===== config.mk =====
export PLATFORM = sky130hd
export DESIGN_NAME = key_word_loader
export DESIGN_NICKNAME = d
export VERILOG_FILES = /design/src/rtl/cpu16_io_pkg.sv /design/src/rtl/key_debounce.sv /design/src/rtl/key_word_loader.sv
export SDC_FILE = /design/constraint.sdc
export NUM_CORES = 1
export LEC_CHECK = 0
export CORE_MARGIN = 3
export CORE_UTILIZATION = 33
export DETAILED_ROUTE_END_ITERATION = 10
export HOLD_SLACK_MARGIN = 0.02
export SYNTH_ARGS = -nofsm -noshare
export SYNTH_HDL_FRONTEND = slang
export SYNTH_SLANG_ARGS = --single-unit

===== constraint.sdc =====
create_clock -name clk -period 5.7 [get_ports clk]
set_input_delay 1.14 -clock clk [delete_from_list [all_inputs] [get_ports clk]]
set_output_delay 1.14 -clock clk [all_outputs]
set_load 0.03 [all_outputs]

===== src/rtl/cpu16_io_pkg.sv =====
// Shared constants and loader state encoding for the 16-bit CPU board I/O path.
package cpu16_io_pkg;

    localparam int WORD_W = 16;
    localparam int SW_W   = 10;

    typedef enum logic [1:0] {
        IDLE      = 2'd0,
        HAVE_LO   = 2'd1,
        HAVE_BOTH = 2'd2,
        PENDING   = 2'd3
    } loader_state_t;

endpackage


===== src/rtl/key_debounce.sv =====
// Pushbutton conditioner: 2-flop synchroniser, stability counter and a
// single-cycle pulse on each accepted press (high-to-low of the debounced level).
module key_debounce #(
    parameter int DEBOUNCE_CYCLES = 250000
) (
    input  logic clk,
    input  logic rst_n,
    input  logic key_n,
    output logic press_pulse
);

    localparam int CNT_W = $clog2(DEBOUNCE_CYCLES);
    localparam logic [CNT_W-1:0] CNT_MAX = CNT_W'(DEBOUNCE_CYCLES - 1);

    logic             sync1;
    logic             sync2;
    logic             stable;
    logic             stable_prev;
    logic [CNT_W-1:0] cnt;

    always_ff @(posedge clk) begin
        if (!rst_n) begin
            sync1       <= 1'b1;
            sync2       <= 1'b1;
            stable      <= 1'b1;
            stable_prev <= 1'b1;
            cnt         <= '0;
            press_pulse <= 1'b0;
        end else begin
            sync1       <= key_n;
            sync2       <= sync1;
            stable_prev <= stable;
            press_pulse <= stable_prev & ~stable;
            // Any sample agreeing with the accepted level restarts the count.
            if (sync2 == stable) begin
                cnt <= '0;
            end else if (cnt == CNT_MAX) begin
                stable <= sync2;
                cnt    <= '0;
            end else begin
                cnt <= cnt + 1'b1;
            end
        end
    end

endmodule


===== src/rtl/key_word_loader.sv =====
// Assembles a 16-bit word from switch bytes via load/commit buttons and hands
// it to the CPU over a registered valid/ready handshake.
module key_word_loader
    import cpu16_io_pkg::*;
#(
    parameter int DEBOUNCE_CYCLES = 250000
) (
    input  logic              clk,
    input  logic              rst_n,
    input  logic              key_load_n,
    input  logic              key_commit_n,
    input  logic [SW_W-1:0]   sw,
    output logic [WORD_W-1:0] out_data,
    output logic              out_valid,
    input  logic              out_ready,
    output logic [WORD_W-1:0] preview,
    output logic [1:0]        fill_state,
    output logic              overrun
);

    logic load_p;
    logic commit_p;

    key_debounce #(.DEBOUNCE_CYCLES(DEBOUNCE_CYCLES)) u_load_db (
        .clk         (clk),
        .rst_n       (rst_n),
        .key_n       (key_load_n),
        .press_pulse (load_p)
    );

    key_debounce #(.DEBOUNCE_CYCLES(DEBOUNCE_CYCLES)) u_commit_db (
        .clk         (clk),
        .rst_n       (rst_n),
        .key_n       (key_commit_n),
        .press_pulse (commit_p)
    );

    loader_state_t     state_q, state_d;
    logic [7:0]        lo_q, lo_d;
    logic [7:0]        hi_q, hi_d;
    logic [WORD_W-1:0] data_q, data_d;
    logic [WORD_W-1:0] preview_q, preview_d;
    logic              valid_q, valid_d;
    logic              overrun_q, overrun_d;

    always_ff @(posedge clk) begin
        if (!rst_n) begin
            state_q   <= IDLE;
            lo_q      <= '0;
            hi_q      <= '0;
            data_q    <= '0;
            preview_q <= '0;
            valid_q   <= 1'b0;
            overrun_q <= 1'b0;
        end else begin
            state_q   <= state_d;
            lo_q      <= lo_d;
            hi_q      <= hi_d;
            data_q    <= data_d;
            preview_q <= preview_d;
            valid_q   <= valid_d;
            overrun_q <= overrun_d;
        end
    end

    always_comb begin
        state_d   = state_q;
        lo_d      = lo_q;
        hi_d      = hi_q;
        data_d    = data_q;
        overrun_d = overrun_q;
        // Commit is tested first everywhere so it wins over a coincident load.
        case (state_q)
            IDLE: begin
                if (commit_p) begin
                    data_d  = {{(WORD_W-SW_W){sw[SW_W-1]}}, sw};
                    state_d = PENDING;
                end else if (load_p) begin
                    lo_d    = sw[7:0];
                    hi_d    = '0;
                    state_d = HAVE_LO;
                end
            end
            HAVE_LO: begin
                if (commit_p) begin
                    data_d  = {{8{lo_q[7]}}, lo_q};
                    state_d = PENDING;
                end else if (load_p) begin
                    hi_d    = sw[7:0];
                    state_d = HAVE_BOTH;
                end
            end
            HAVE_BOTH: begin
                if (commit_p) begin
                    data_d  = {hi_q, lo_q};
                    state_d = PENDING;
                end else if (load_p) begin
                    lo_d    = sw[7:0];
                    hi_d    = '0;
                    state_d = HAVE_LO;
                end
            end
            PENDING: begin
                if (load_p || commit_p) begin
                    overrun_d = 1'b1;
                end
                if (out_ready) begin
                    lo_d    = '0;
                    hi_d    = '0;
                    state_d = IDLE;
                end
            end
            default: state_d = IDLE;
        endcase

        valid_d = (state_d == PENDING);
        case (state_d)
            HAVE_LO, HAVE_BOTH: preview_d = {hi_d, lo_d};
            PENDING:            preview_d = data_d;
            default:            preview_d = '0;
        endcase
    end

    assign out_data   = data_q;
    assign out_valid  = valid_q;
    assign preview    = preview_q;
    assign fill_state = state_q;
    assign overrun    = overrun_q;

endmodule

==> impl_metrics.json, run 1 <==
{
  "track_usage": 0.150,
  "worstMarginPinSlew_ns": 0.946,
  "setup_viol": 0,
  "dpl.hpwl_um": 7340,
  "period_needed_ns": 3.31,
  "ir_drop_mv": 0.145,
  "dpl_cell_area_um2": 4950,
  "async_flop_share": 0,
  "max_freq_mhz": 302,
  "max_stage_delay_ns": 0.49,
  "ys_seq_area_frac": 0.455,
  "rr_endpoint": "preview[14]",
  "ios": 51,
  "rsz0062_at_grt": "false",
  "dr.pass1.iters": 4,
  "clkPwrFrac": 0.469,
  "cp_max_fo": 9,
  "port-buffer-count": 50,
  "intPower_w": 0.00108,
  "critical_path.cell_chain": "clkdlybuf4s50_1 -> a21o_1 -> a21oi_1 -> inv_1 -> ha_1 -> nand3b_1 -> clkinv_1 -> nand2_1 -> o221ai_1",
  "max-slew-margin-rel": 0.369,
  "clock_skew_ns": 0.00500,
  "crit_path_top_delay_cell": "clkdlybuf4s50_1",
  "p_per_area_nw_per_um2": 255,
  "ctsHtreeMaxLevel": 3,
  "grt_pass1_vias": 3587,
  "cts_inserted_buffers": 9,
  "fin_crit_sh": 0.581,
  "clockRootBuffer": "clkbuf_16",
  "p_comb_frac": 0.020,
  "cts_tree": "yes",
  "yosysWarnings": 0,
  "start_util": 0.339,
  "ctsResizeCount": 0,
  "postCtsSetupRepairBufs": 0,
  "timing.rr.start": "fill_state[1]",
  "antenna_found_initial": 0,
  "synth.distinct_cells": 48,
  "clk_pin_slew_worst_paths_ns": 0.07,
  "required_ns": 5.90,
  "drt-wirelength-per-cell_um": 15.1,
  "grt_overflow_total": 0,
  "drv_slew": 0,
  "synth_edf_count": 0,
  "row_count": 41,
  "cts.path.max_buffers": 2,
  "die_w_um": 120,
  "reg2reg_setup_slack_ns": 2.48,
  "viasPerCell": 5.17,
  "drive_gt1_frac": 0.0568,
  "drt-initial-drc-count": 196,
  "postRouteAntennaNets": 0,
  "worstSetupStartpoint": "out_ready",
  "hold_buffers": 0,
  "crit_cells": 9,
  "cts.sinks": 98,
  "path_class": "primary input to register",
  "pwr-share-seq": 0.511,
  "num_vias": 3617,
  "power_switching_share": 0.200,
  "hold_viol_final": 0,
  "start_kind": "primary input",
  "reg2reg_depth": 9,
  "grt_max_degree": 33,
  "ys_ff_latch": 98,
  "p_leak_nw": 1.71,
  "core_um2": 12700,
  "syn_nets": 503,
  "syn_inst": 484,
  "synthFlopType": "dfxtp_1",
  "clk_latency_ns": 0.34,
  "switchingPower_w": 0.000270,
  "diodes": 0,
  "tns_ns": 0,
  "arrival_ns": 3.51,
  "die_h_um": 120,
  "dieArea_um2": 14500,
  "crit_path_end_kind": "register",
  "gp_congestion": 0.823,
  "totalWireLength_um": 10500,
  "drc": 0,
  "critPathTopFamily": "buffers and inverters",
  "netlist_area_um2": 4310,
  "cap_violations": 0,
  "grt_pass1_wl_um": 17600,
  "postLayoutCellArea_um2": 5270,
  "path_buf_inv": 3,
  "syn_to_final_growth_pct": 22.2,
  "crit_end": "preview[14]",
  "avgSynthCellArea_um2": 8.91,
  "nets": 542,
  "min_path_type": "register to register",
  "status": "finished clean"
}
==> cell type report <==
type	count	area [um2]
clock buffers	13	270
clock inverters	3	46.3
fillers	1292	7450
inverters	20	75.1
multi-input cells	340	2170
flip-flops and latches	98	1960
well taps	172	215
repair buffers	54	531
==> kinds of logic (layout without fill, tap and decap cells) <==
kind of cell | count (synthesis) | in the layout | share of synthesized area
AO/OA/AOI/OAI | 99 | 99 | 0.166
XOR/XNOR | 30 | 30 | 0.0609
adder cells (fa/ha/maj) | 4 | 4 | 0.0116
buffers and inverters | 46 | 90 | 0.0418
flip-flops | 98 | 98 | 0.455
multiplexers | 20 | 20 | 0.0476
AND/OR/NAND/NOR | 187 | 187 | 0.217
==> power groups by stage <==
stage / sequential [W] / combinational (W) / clock, W
2_1_floorplan: 0.000702 / 0.0000106 / 0
3_3_place_gp: 0.000703 / 0.0000272 / 0
3_5_place_dp: 0.000703 / 0.0000273 / 0
4_1_cts: 0.000687 / 0.0000275 / 0.000647
5_1_grt: 0.000687 / 0.0000296 / 0.000676
6_report: 0.000687 / 0.0000273 / 0.000631
==> routing by layer <==
layer,routed length [um],global-route usage,vias to the layer above
li1,-,-,1801
met1,4730,0.184,1712
met2,5000,0.253,86
met3,612,0.0477,18
met4,206,0.0467,0
met5,0,0,-
==> Yosys cell counts (5+ instances only) <==
library cell | number | area (um2)
a211o_1 | 5 | 43.8
a21oi_1 | 16 | 80.1
a22o_1 | 10 | 87.6
a2bb2oi_1 | 5 | 43.8
a32oi_1 | 5 | 43.8
and2_1 | 11 | 68.8
buf_1 | 5 | 18.8
buf_2 | 6 | 30.0
clkbuf_1 | 15 | 56.3
dfxtp_1 | 98 | 1960
inv_1 | 18 | 67.6
mux2i_1 | 16 | 160
nand2_1 | 25 | 93.8
nand2b_1 | 11 | 68.8
nand3_1 | 12 | 60.1
nand4_1 | 12 | 75.1
nor2_1 | 75 | 282
nor2b_1 | 6 | 37.5
nor3_1 | 8 | 40.0
nor4_1 | 8 | 50.1
o21ai_0 | 14 | 70.1
o221ai_1 | 8 | 70.1
o22ai_1 | 15 | 93.8
o2bb2ai_1 | 8 | 70.1
xnor2_1 | 21 | 184
xor2_1 | 9 | 78.8
==> flip-flops by register name, indices dropped and copies added, names as in the netlist, 2 cells and up <==
register,count
hi_q,8
lo_q,8
u_load_db.cnt,18
preview,16
u_commit_db.cnt,18
out_data,16
fill_state,2
==> how the worst min path moves through the flow <==
| stage | start | end | slack [ns] | depth (start not counted) |
|---|---|---|---|---|
| 6_report | u_load_db.sync1 | u_load_db.sync2 | 0.41 | 1 |
| 3_5_place_dp | u_load_db.sync1 | u_load_db.sync2 | 0.40 | 1 |
| 3_3_place_gp | u_commit_db.sync1 | u_commit_db.sync2 | 0.39 | 1 |
| 4_1_cts | u_load_db.stable_prev | u_load_db.press_pulse | 0.41 | 2 |
| 5_1_grt | u_commit_db.stable_prev | u_commit_db.press_pulse | 0.43 | 2 |
| 2_1_floorplan | u_commit_db.sync1 | u_commit_db.sync2 | 0.39 | 1 |
==> layout by cell type, fill, tap and decap left out, drive strengths merged, types with 3 or more instances in the layout <==
cell type	n
a211o	5
a21oi	16
a22o	10
a22oi	3
a2bb2oi	5
a32oi	5
and2	11
and3	3
and4	3
buf	4
clkbuf	13
clkdlybuf4s50	50
clkinv	3
dfxtp	98
ha	4
inv	18
mux2	4
mux2i	16
nand2	25
nand2b	11
nand3	13
nand4	12
nor2	75
nor2b	6
nor3	8
nor3b	3
nor4	8
nor4b	3
o21ai	14
o221ai	8
o22ai	15
o2bb2ai	8
xnor2	21
xor2	9
==> stage by stage <==
stage          cells  hold WS (ns)  utilization  worst slack [ns]  total power (W)
6_report         700         0.406        0.414              2.39          0.00135
5_1_grt          700         0.431        0.414              2.21          0.00139
4_1_cts          700         0.410        0.414              2.43          0.00136
3_5_place_dp     684         0.397        0.389              2.08         0.000730
2_1_floorplan    484         0.386            -              3.11         0.000713
3_3_place_gp     684         0.390        0.389              2.23         0.000730
(Power assumes the default switching activity.)
==> inputs of run 2 (changes only) <==
clock period = 2.95 ns   (was 5.7 ns; I/O delays follow)
==> impl_metrics.json, run 2 (same netlist as run 1, synthesis figures left out) <==
{
  "intPower_w": 0.00223,
  "crit_path_end_kind": "register",
  "hold_buffers": 0,
  "required_ns": 3.15,
  "max_freq_mhz": 418,
  "worstMarginPinSlew_ns": 0.783,
  "cap_violations": 0,
  "p_leak_nw": 1.77,
  "clk_latency_ns": 0.35,
  "postRouteAntennaNets": 0,
  "finalPower_w": 0.00276,
  "dpl.hpwl_um": 7590,
  "drt-initial-drc-count": 165,
  "ios": 51,
  "drive_gt1_frac": 0.0692,
  "grt_pass1_wl_um": 17700,
  "postLayoutCellArea_um2": 5360,
  "diodes": 0,
  "mostFrequentLayoutCell": "dfxtp_1",
  "core_um2": 12700,
  "drv_slew": 0,
  "max-slew-margin-rel": 0.476,
  "fin_crit_sh": 0.811,
  "nets": 549,
  "track_usage": 0.151,
  "fin_util": 0.421,
  "path_class": "primary input to register",
  "dieArea_um2": 14500,
  "tns_ns": 0,
  "ctsResizeCount": 0,
  "start_kind": "primary input",
  "grt_pass1_vias": 3583,
  "dr.pass1.iters": 4,
  "cp_max_fo": 5,
  "cts_tree": "yes",
  "clkPwrFrac": 0.499,
  "postCtsSetupRepairBufs": 0,
  "port-buffer-count": 50,
  "totalWireLength_um": 10700,
  "syn_to_final_growth_pct": 24.3,
  "grt_max_degree": 32,
  "pwr-share-seq": 0.481,
  "cts_inserted_buffers": 9,
  "start_util": 0.339,
  "cts.sinks": 98,
  "critical_path.cell_chain": "clkdlybuf4s50_1 -> a21o_1 -> a21oi_1 -> inv_1 -> ha_1 -> nand3b_1 -> clkinv_1 -> nand2_1 -> o221ai_1",
  "reg2reg_setup_slack_ns": 0.64,
  "drc": 0,
  "arrival_ns": 2.59,
  "crit_path_top_delay_cell": "clkdlybuf4s50_1",
  "die_w_um": 120,
  "gp_congestion": 0.850,
  "dpl_cell_area_um2": 5000,
  "switchingPower_w": 0.000533,
  "setup_viol": 0,
  "clockRootBuffer": "clkbuf_16",
  "final_cell_mix": "dfxtp_1, nor2_1, clkdlybuf4s50_1",
  "die_h_um": 120,
  "ctsHtreeMaxLevel": 3,
  "num_vias": 3614,
  "hold_viol_final": 0,
  "p_per_area_nw_per_um2": 515,
  "rsz0062_at_grt": "false",
  "row_count": 41,
  "ir_drop_mv": 0.413,
  "cts.path.max_buffers": 2,
  "viasPerCell": 5.11,
  "path_buf_inv": 3,
  "clk_pin_slew_worst_paths_ns": 0.07,
  "min_path_type": "register to register",
  "max_stage_delay_ns": 0.50,
  "critPathTopFamily": "buffers and inverters",
  "power_switching_share": 0.193,
  "largestRegisters": "u_commit_db.cnt x18, u_load_db.cnt x18",
  "clock_skew_ns": 0.00529,
  "grt_overflow_total": 0,
  "status": "finished clean",
  "p_comb_frac": 0.020,
  "period_needed_ns": 2.39,
  "drt-wirelength-per-cell_um": 15.1,
  "antenna_found_initial": 0,
  "n_fill_cell": 1306
}
run 2: changes by cell type in the layout (fill, tap and decap cells not counted):
| cell | delta |
|---|---|
| clkinv_4 | -1 |
| bufinv_16 | +2 |
| buf_4 | +7 |
| clkbuf_8 | -1 |
run 2: metrics by stage:
| stage | hold WS (ns) | worst slack (ns) | std cells |
|---|---|---|---|
| after floorplan | 0.386 | 0.479 | 484 |
| after global placement | 0.389 | 0.320 | 691 |
| after detailed placement | 0.393 | 0.270 | 691 |
| after CTS | 0.408 | 0.598 | 707 |
| after global routing | 0.425 | 0.383 | 707 |
| final | 0.407 | 0.558 | 707 |
run 2: final timing paths:
check                                            from  cells past startpoint                    end
worst max-delay path                        out_ready                      9            preview[14]
worst min-delay path            u_load_db.stable_prev                      2  u_load_db.press_pulse
worst max register to register          fill_state[0]                      9             preview[2]
worst min register to register  u_load_db.stable_prev                      2  u_load_db.press_pulse
run 2: area by class of cell:
class	count	area (um2)	area share
Clock buffer	12	256	0.0479
Clock inverter	4	97.6	0.0182
Inverter	20	75.1	0.0140
Multi-Input combinational cell	340	2170	0.405
Sequential cell	98	1960	0.366
Tap cell	172	215	0.0402
Timing Repair Buffer	61	583	0.109
run 2: layer usage:
metal,part of all wire,GRT usage
met5,0,0
met2,0.49,0.261
met4,0.014,0.0482
met3,0.041,0.0370
met1,0.46,0.185
run 2: power groups by stage:
stage               registers, W  clock network, W   logic, W
floorplan                0.00136                 0  0.0000205
global placement         0.00136                 0  0.0000544
detailed placement       0.00136                 0  0.0000548
CTS                      0.00133           0.00141  0.0000552
global route             0.00133           0.00146  0.0000600
finish                   0.00133           0.00138  0.0000550
run 2: worst min-delay path, stage by stage (launching register included):
cell	delay [ns]
dfxtp_1	0.30
inv_1	0.04
nor2_1	0.03
==> inputs of run 3 (changes only) <==
clock period = 2 ns   (was 2.95 ns; I/O delays follow)
==> impl_metrics.json, run 3 (same netlist as run 1, synthesis figures left out) <==
{
  "status": "finished clean",
  "drv_slew": 0,
  "dpl.hpwl_um": 7740,
  "crit_cells": 9,
  "cts_inserted_buffers": 9,
  "final_cell_mix": "dfxtp_1, nor2_1, clkdlybuf4s50_1",
  "p_per_area_nw_per_um2": 683,
  "viasPerCell": 5.15,
  "core_um2": 12700,
  "drive_gt1_frac": 0.125,
  "track_usage": 0.156,
  "holdWs_ns": 0.401,
  "fin_crit_sh": 0.980,
  "cp_max_fo": 5,
  "drt-initial-drc-count": 224,
  "worstMarginPinSlew_ns": 0.509,
  "worstSetupStartpoint": "u_load_db.press_pulse",
  "diodes": 0,
  "grt_max_degree": 28,
  "cts_tree": "yes",
  "timing.rr.start": "u_load_db.press_pulse",
  "port-buffer-count": 50,
  "p_leak_nw": 1.90,
  "ios": 51,
  "hold_viol_final": 0,
  "grt_pass1_wl_um": 18200,
  "postLayoutCellArea_um2": 5590,
  "largestRegisters": "u_commit_db.cnt x18, u_load_db.cnt x18",
  "dr.pass1.iters": 4,
  "clk_latency_ns": 0.34,
  "dieArea_um2": 14500,
  "path_buf_inv": 1,
  "cts.path.max_buffers": 2,
  "start_kind": "register",
  "reg2reg_setup_slack_ns": 0.04,
  "crit_end": "preview[9]",
  "grt_pass1_vias": 3701,
  "ctsHtreeMaxLevel": 3,
  "syn_to_final_growth_pct": 29.6,
  "setup_viol": 0,
  "totalWireLength_um": 11100,
  "die_h_um": 120,
  "ir_drop_mv": 0.449,
  "grt_overflow_total": 0,
  "cap_violations": 0,
  "start_util": 0.339,
  "crit_top_cell": "nor3b_4",
  "rr_endpoint": "preview[9]",
  "place_ws_ns": -0.344,
  "holdPathStages": 2,
  "finalPower_w": 0.00382,
  "arrival_ns": 2.21,
  "dpl_cell_area_um2": 5180,
  "rsz0062_at_grt": "true",
  "die_w_um": 120,
  "clockRootBuffer": "clkbuf_16",
  "drc": 0,
  "clk_pin_slew_worst_paths_ns": 0.06,
  "critical_path.cell_chain": "nor3b_4 -> a21o_1 -> a21oi_2 -> inv_2 -> ha_4 -> nand3b_1 -> nor3b_4 -> nand2_1 -> o221ai_1",
  "drt-wirelength-per-cell_um": 15.3,
  "postRouteAntennaNets": 0,
  "cts.sinks": 98,
  "max-slew-margin-rel": 0.659,
  "row_count": 41,
  "nets": 568,
  "required_ns": 2.25,
  "critPathTopFamily": "simple AND/OR/NAND/NOR gates",
  "gp_congestion": 0.833,
  "crit_path_top_delay_cell": "nor3b_4",
  "num_vias": 3727,
  "finalWorstSetupSlack_ns": 0.0392,
  "period_needed_ns": 1.96,
  "antenna_found_initial": 0,
  "reg2reg_depth": 9,
  "min_path_type": "register to register",
  "mostFrequentLayoutCell": "dfxtp_1",
  "max_freq_mhz": 510,
  "hold_buffers": 0,
  "tns_ns": 0,
  "max_stage_delay_ns": 0.33,
  "crit_path_end_kind": "register",
  "clock_skew_ns": 0.00697,
  "path_class": "register to register"
}
==> run 3: changes by cell type in the layout (fill, tap and decap cells not counted), sizes merged <==
cell / previous run / this run
dlymetal6s2s: 0 / 1
clkbuf: 12 / 13
buf: 11 / 29
dlygate4sd2: 0 / 2
bufinv: 3 / 1
clkdlybuf4s50: 50 / 47
inv: 18 / 19
clkinvlp: 1 / 0
==> run 3: area by class of cell <==
cell class | instances | area, um2
fill | 1285 | 7140
timing repair buffer | 80 | 768
inverter | 20 | 77.6
clock buffer | 12 | 268
multi-input combinational | 340 | 2250
tap | 172 | 215
clock inverter | 2 | 35.0
sequential | 98 | 1970
==> run 3: worst register-to-register path, delay by kind of cell (launching register included) <==
kind,cells,cell delay (ns)
compound gates,3,0.44
fa+ha+maj,1,0.26
buf+inv,1,0.07
flops,1,0.32
simple gates,4,0.77
==> run 3: worst min path at each step <==
| stage | endpoint | startpoint | slack, ns |
|---|---|---|---|
| floorplan | u_commit_db.sync2 | u_commit_db.sync1 | 0.39 |
| global placement | u_commit_db.sync2 | u_commit_db.sync1 | 0.39 |
| detailed placement | u_commit_db.sync2 | u_commit_db.sync1 | 0.40 |
| CTS | u_commit_db.press_pulse | u_commit_db.stable_prev | 0.41 |
| global route | u_commit_db.press_pulse | u_commit_db.stable_prev | 0.42 |
| finish | u_commit_db.press_pulse | u_commit_db.stable_prev | 0.40 |
==> run 3: stage by stage <==
stage                      util  std cells
after global placement    0.408        708
after floorplan               -        484
after CTS                 0.431        722
final                     0.439        724
after global routing      0.439        724
after detailed placement  0.408        708
==> run 3: where the power goes <==
| part | leakage, nW | switching [W] | internal, W |
|---|---|---|---|
| logic | 0.959 | 0.0000452 | 0.0000403 |
| registers | 0.793 | 0.00000244 | 0.00195 |
| clock network | 0.150 | 0.000713 | 0.00106 |
==> run 3: routing by layer <==
| metal | part of all wire | vias to the layer above | GRT usage |
|---|---|---|---|
| met4 | 0.029 | 0 | 0.0751 |
| li1 | - | 1857 | - |
| met3 | 0.043 | 20 | 0.0384 |
| met2 | 0.48 | 83 | 0.257 |
| met5 | 0 | - | 0 |
| met1 | 0.45 | 1767 | 0.192 |
==> run 3: repair_timing <==
action                                  4_1_cts  5_1_grt
cloned                                        0        1
setup buffers                                 0        1
gates resized for setup                       2       17
pin swaps                                     0        6
endpoints found under the setup margin        2       51
==> edit: new RTL, config.mk and constraints of run 3 <==
Register the inputs `key_load_n`, `key_commit_n` and `sw` before use, cleared by the reset. The logic sees them one clock later. The other inputs are not delayed to match.
--- a/src/rtl/key_word_loader.sv
+++ b/src/rtl/key_word_loader.sv
@@ -20,2 +20,18 @@
 
+    logic key_load_n_q;
+    logic key_commit_n_q;
+    logic [SW_W-1:0] sw_q;
+
+    always_ff @(posedge clk) begin
+        if (!rst_n) begin
+            key_load_n_q   <= '0;
+            key_commit_n_q <= '0;
+            sw_q           <= '0;
+        end else begin
+            key_load_n_q   <= key_load_n;
+            key_commit_n_q <= key_commit_n;
+            sw_q           <= sw;
+        end
+    end
+
     logic load_p;
@@ -26,3 +42,3 @@
         .rst_n       (rst_n),
-        .key_n       (key_load_n),
+        .key_n       (key_load_n_q),
         .press_pulse (load_p)
@@ -33,3 +49,3 @@
         .rst_n       (rst_n),
-        .key_n       (key_commit_n),
+        .key_n       (key_commit_n_q),
         .press_pulse (commit_p)
@@ -75,6 +91,6 @@
                 if (commit_p) begin
-                    data_d  = {{(WORD_W-SW_W){sw[SW_W-1]}}, sw};
+                    data_d  = {{(WORD_W-SW_W){sw_q[SW_W-1]}}, sw_q};
                     state_d = PENDING;
                 end else if (load_p) begin
-                    lo_d    = sw[7:0];
+                    lo_d    = sw_q[7:0];
                     hi_d    = '0;
@@ -88,3 +104,3 @@
                 end else if (load_p) begin
-                    hi_d    = sw[7:0];
+                    hi_d    = sw_q[7:0];
                     state_d = HAVE_BOTH;
@@ -97,3 +113,3 @@
                 end else if (load_p) begin
-                    lo_d    = sw[7:0];
+                    lo_d    = sw_q[7:0];
                     hi_d    = '0;
Function: same outputs for any inputs over 10 cycles, from zero or initial values and one cycle with rst_n low; that may be too few to reach the edited logic, so the function may still have changed.
==> edit against run 3 <==
- wire length grew 5.8%
- clock power shrank 3%
- critical endpoint unchanged
- first-iteration DRC count grew 63%
- core utilization shrank 0.14 points
- die area grew 8.3%
- largest cell class unchanged
- synthesized area grew 8.8%
- maximum frequency grew 2.7%
- total power grew 5.9%
- sequential cell count grew 12
- worst setup slack gained 0.051 ns
- sequential power grew 14%
- final area grew 6.2%
==> edit: results <==
metrics = {
    "detailed_routing": {
        "dr_wl_met3_um": 664,
        "firstDrtPassIters": 5,
        "drt_wl_total_um": 11700,
        "avgRoutedWirePerCell_um": 15.3,
        "wirelength_met1_um": 5550,
        "drt_iter0_drc": 365,
        "route.met2.wl_um": 5290,
        "drt-vias-per-instance": 5.13,
        "highest_layer": "met4",
    },
    "cts": {
        "clock-root-buffer": "clkbuf_16",
        "cts_max_level": 3,
        "clock_latency_ns": 0.34,
        "path_clk_slew_ns": 0.07,
        "cts_buffers": 9,
    },
    "worst_hold_path": {
        "hold_depth": 2,
        "hold_path.startpoint": "u_load_db.stable_prev",
        "worstHoldPathType": "reg -> reg",
        "holdPathEnd": "u_load_db.press_pulse",
    },
    "place": {
        "pre_cts_slack_ns": -0.300,
        "gp_congestion": 0.884,
        "hpwl_um": 8490,
        "portBuffers": 50,
        "dp.cells": 748,
    },
    "finish": {
        "drive_gt1_share_pct": 12.6,
        "fill_cells": 1285,
        "num-nets-final": 604,
    },
    "critical_path": {
        "worst_r2r_path_depth": 9,
        "critPathSlowestCell": "dfxtp_2",
        "cpPeakStageDelay_ns": 0.32,
        "cp_top_family": "simple AND/OR/NAND/NOR gates",
        "cp-startpoint": "u_load_db.press_pulse",
        "critPathArrivalTime_ns": 2.18,
        "path_max_fanout": 5,
        "rrSetupSlack_ns": 0.09,
    },
    "synthesis": {
        "syn_nets": 536,
        "synthTopCellsByCount": "dfxtp_1 (110), nor2_1 (75), nand2_1 (27)",
        "synth_area_leaders": "dfxtp_1 (47%), nor2_1 (6.0%), xnor2_1 (4.1%)",
        "syn_avg_cell_area_um2": 9.07,
        "yosysSeqAreaShare_pct": 47.0,
        "ys_warn_count": 0,
        "async_flop_share_pct": 0,
        "synth_cell_types": 52,
    },
    "sta": {
        "tightestPinTransition_ns": 0.695,
        "period_share_pct": 95.5,
        "skew_ns": 0.00665,
    },
    "global_route": {
        "grt_util_all_layers_pct": 14.8,
        "grt_pass1_vias": 3762,
        "grt_pass1_wl_um": 18900,
        "grt_max_degree": 28,
    },
    "pwr": {
        "ir_worst_vdd_mv": 0.385,
        "leakagePower_nw": 2.04,
    },
    "status": {
        "status": "finished clean",
    },
}
## edit: power breakdown
part	leakage, nW	switching (W)	internal, W
Clock	0.142	0.000750	0.000976
Combinational	1.00	0.0000419	0.0000498
Sequential	0.893	0.0000193	0.00221
## edit: cells by family (layout without fill, tap and decap cells)
family          Yosys count  count (layout)  synth area share, %
xor+xnor                 29              29                 5.42
mux                      20              20                 4.38
flops                   110             110                 47.0
buf+inv                  50             122                 4.43
fa+ha+maj                 4               4                 1.07
compound gates          100             100                 15.7
simple gates            204             204                 22.1
## edit: stage by stage
step	hold slack, ns	area [um^2]
2_1_floorplan	0.386	4750
5_1_grt	0.422	5930
4_1_cts	0.411	5860
3_5_place_dp	0.400	5570
3_3_place_gp	0.398	5570
6_report	0.404	5930
## edit: timing repair
action                                  4_1_cts  5_1_grt
resized for setup                             2       14
pin swaps                                     0        4
endpoints found under the setup margin        2       31
setup buffers                                 0        2
## edit: layer usage
layer / global-route usage, % / vias to the layer above
met5: 0 / -
met4: 6.25 / 0
met3: 3.45 / 14
met2: 23.1 / 98
met1: 19.8 / 1861
li1: - / 1955
## edit: worst reg2reg max path, delay by kind of cell (launching register included)
family,cells,cell delay (ns)
AO/OA/AOI/OAI,3,0.45
flip-flops,1,0.32
buffers and inverters,1,0.07
AND/OR/NAND/NOR,4,0.75
adder cells (fa/ha/maj),1,0.25
## edit: area by class of cell
class	instances	area, um^2	share of cell area [%]
Clock buffer	15	288	4.85
Timing Repair Buffer	84	773	13.0
Tap cell	176	220	3.71
Inverter	23	87.6	1.48
Sequential cell	110	2210	37.3
Multi-Input combinational cell	357	2350	39.7
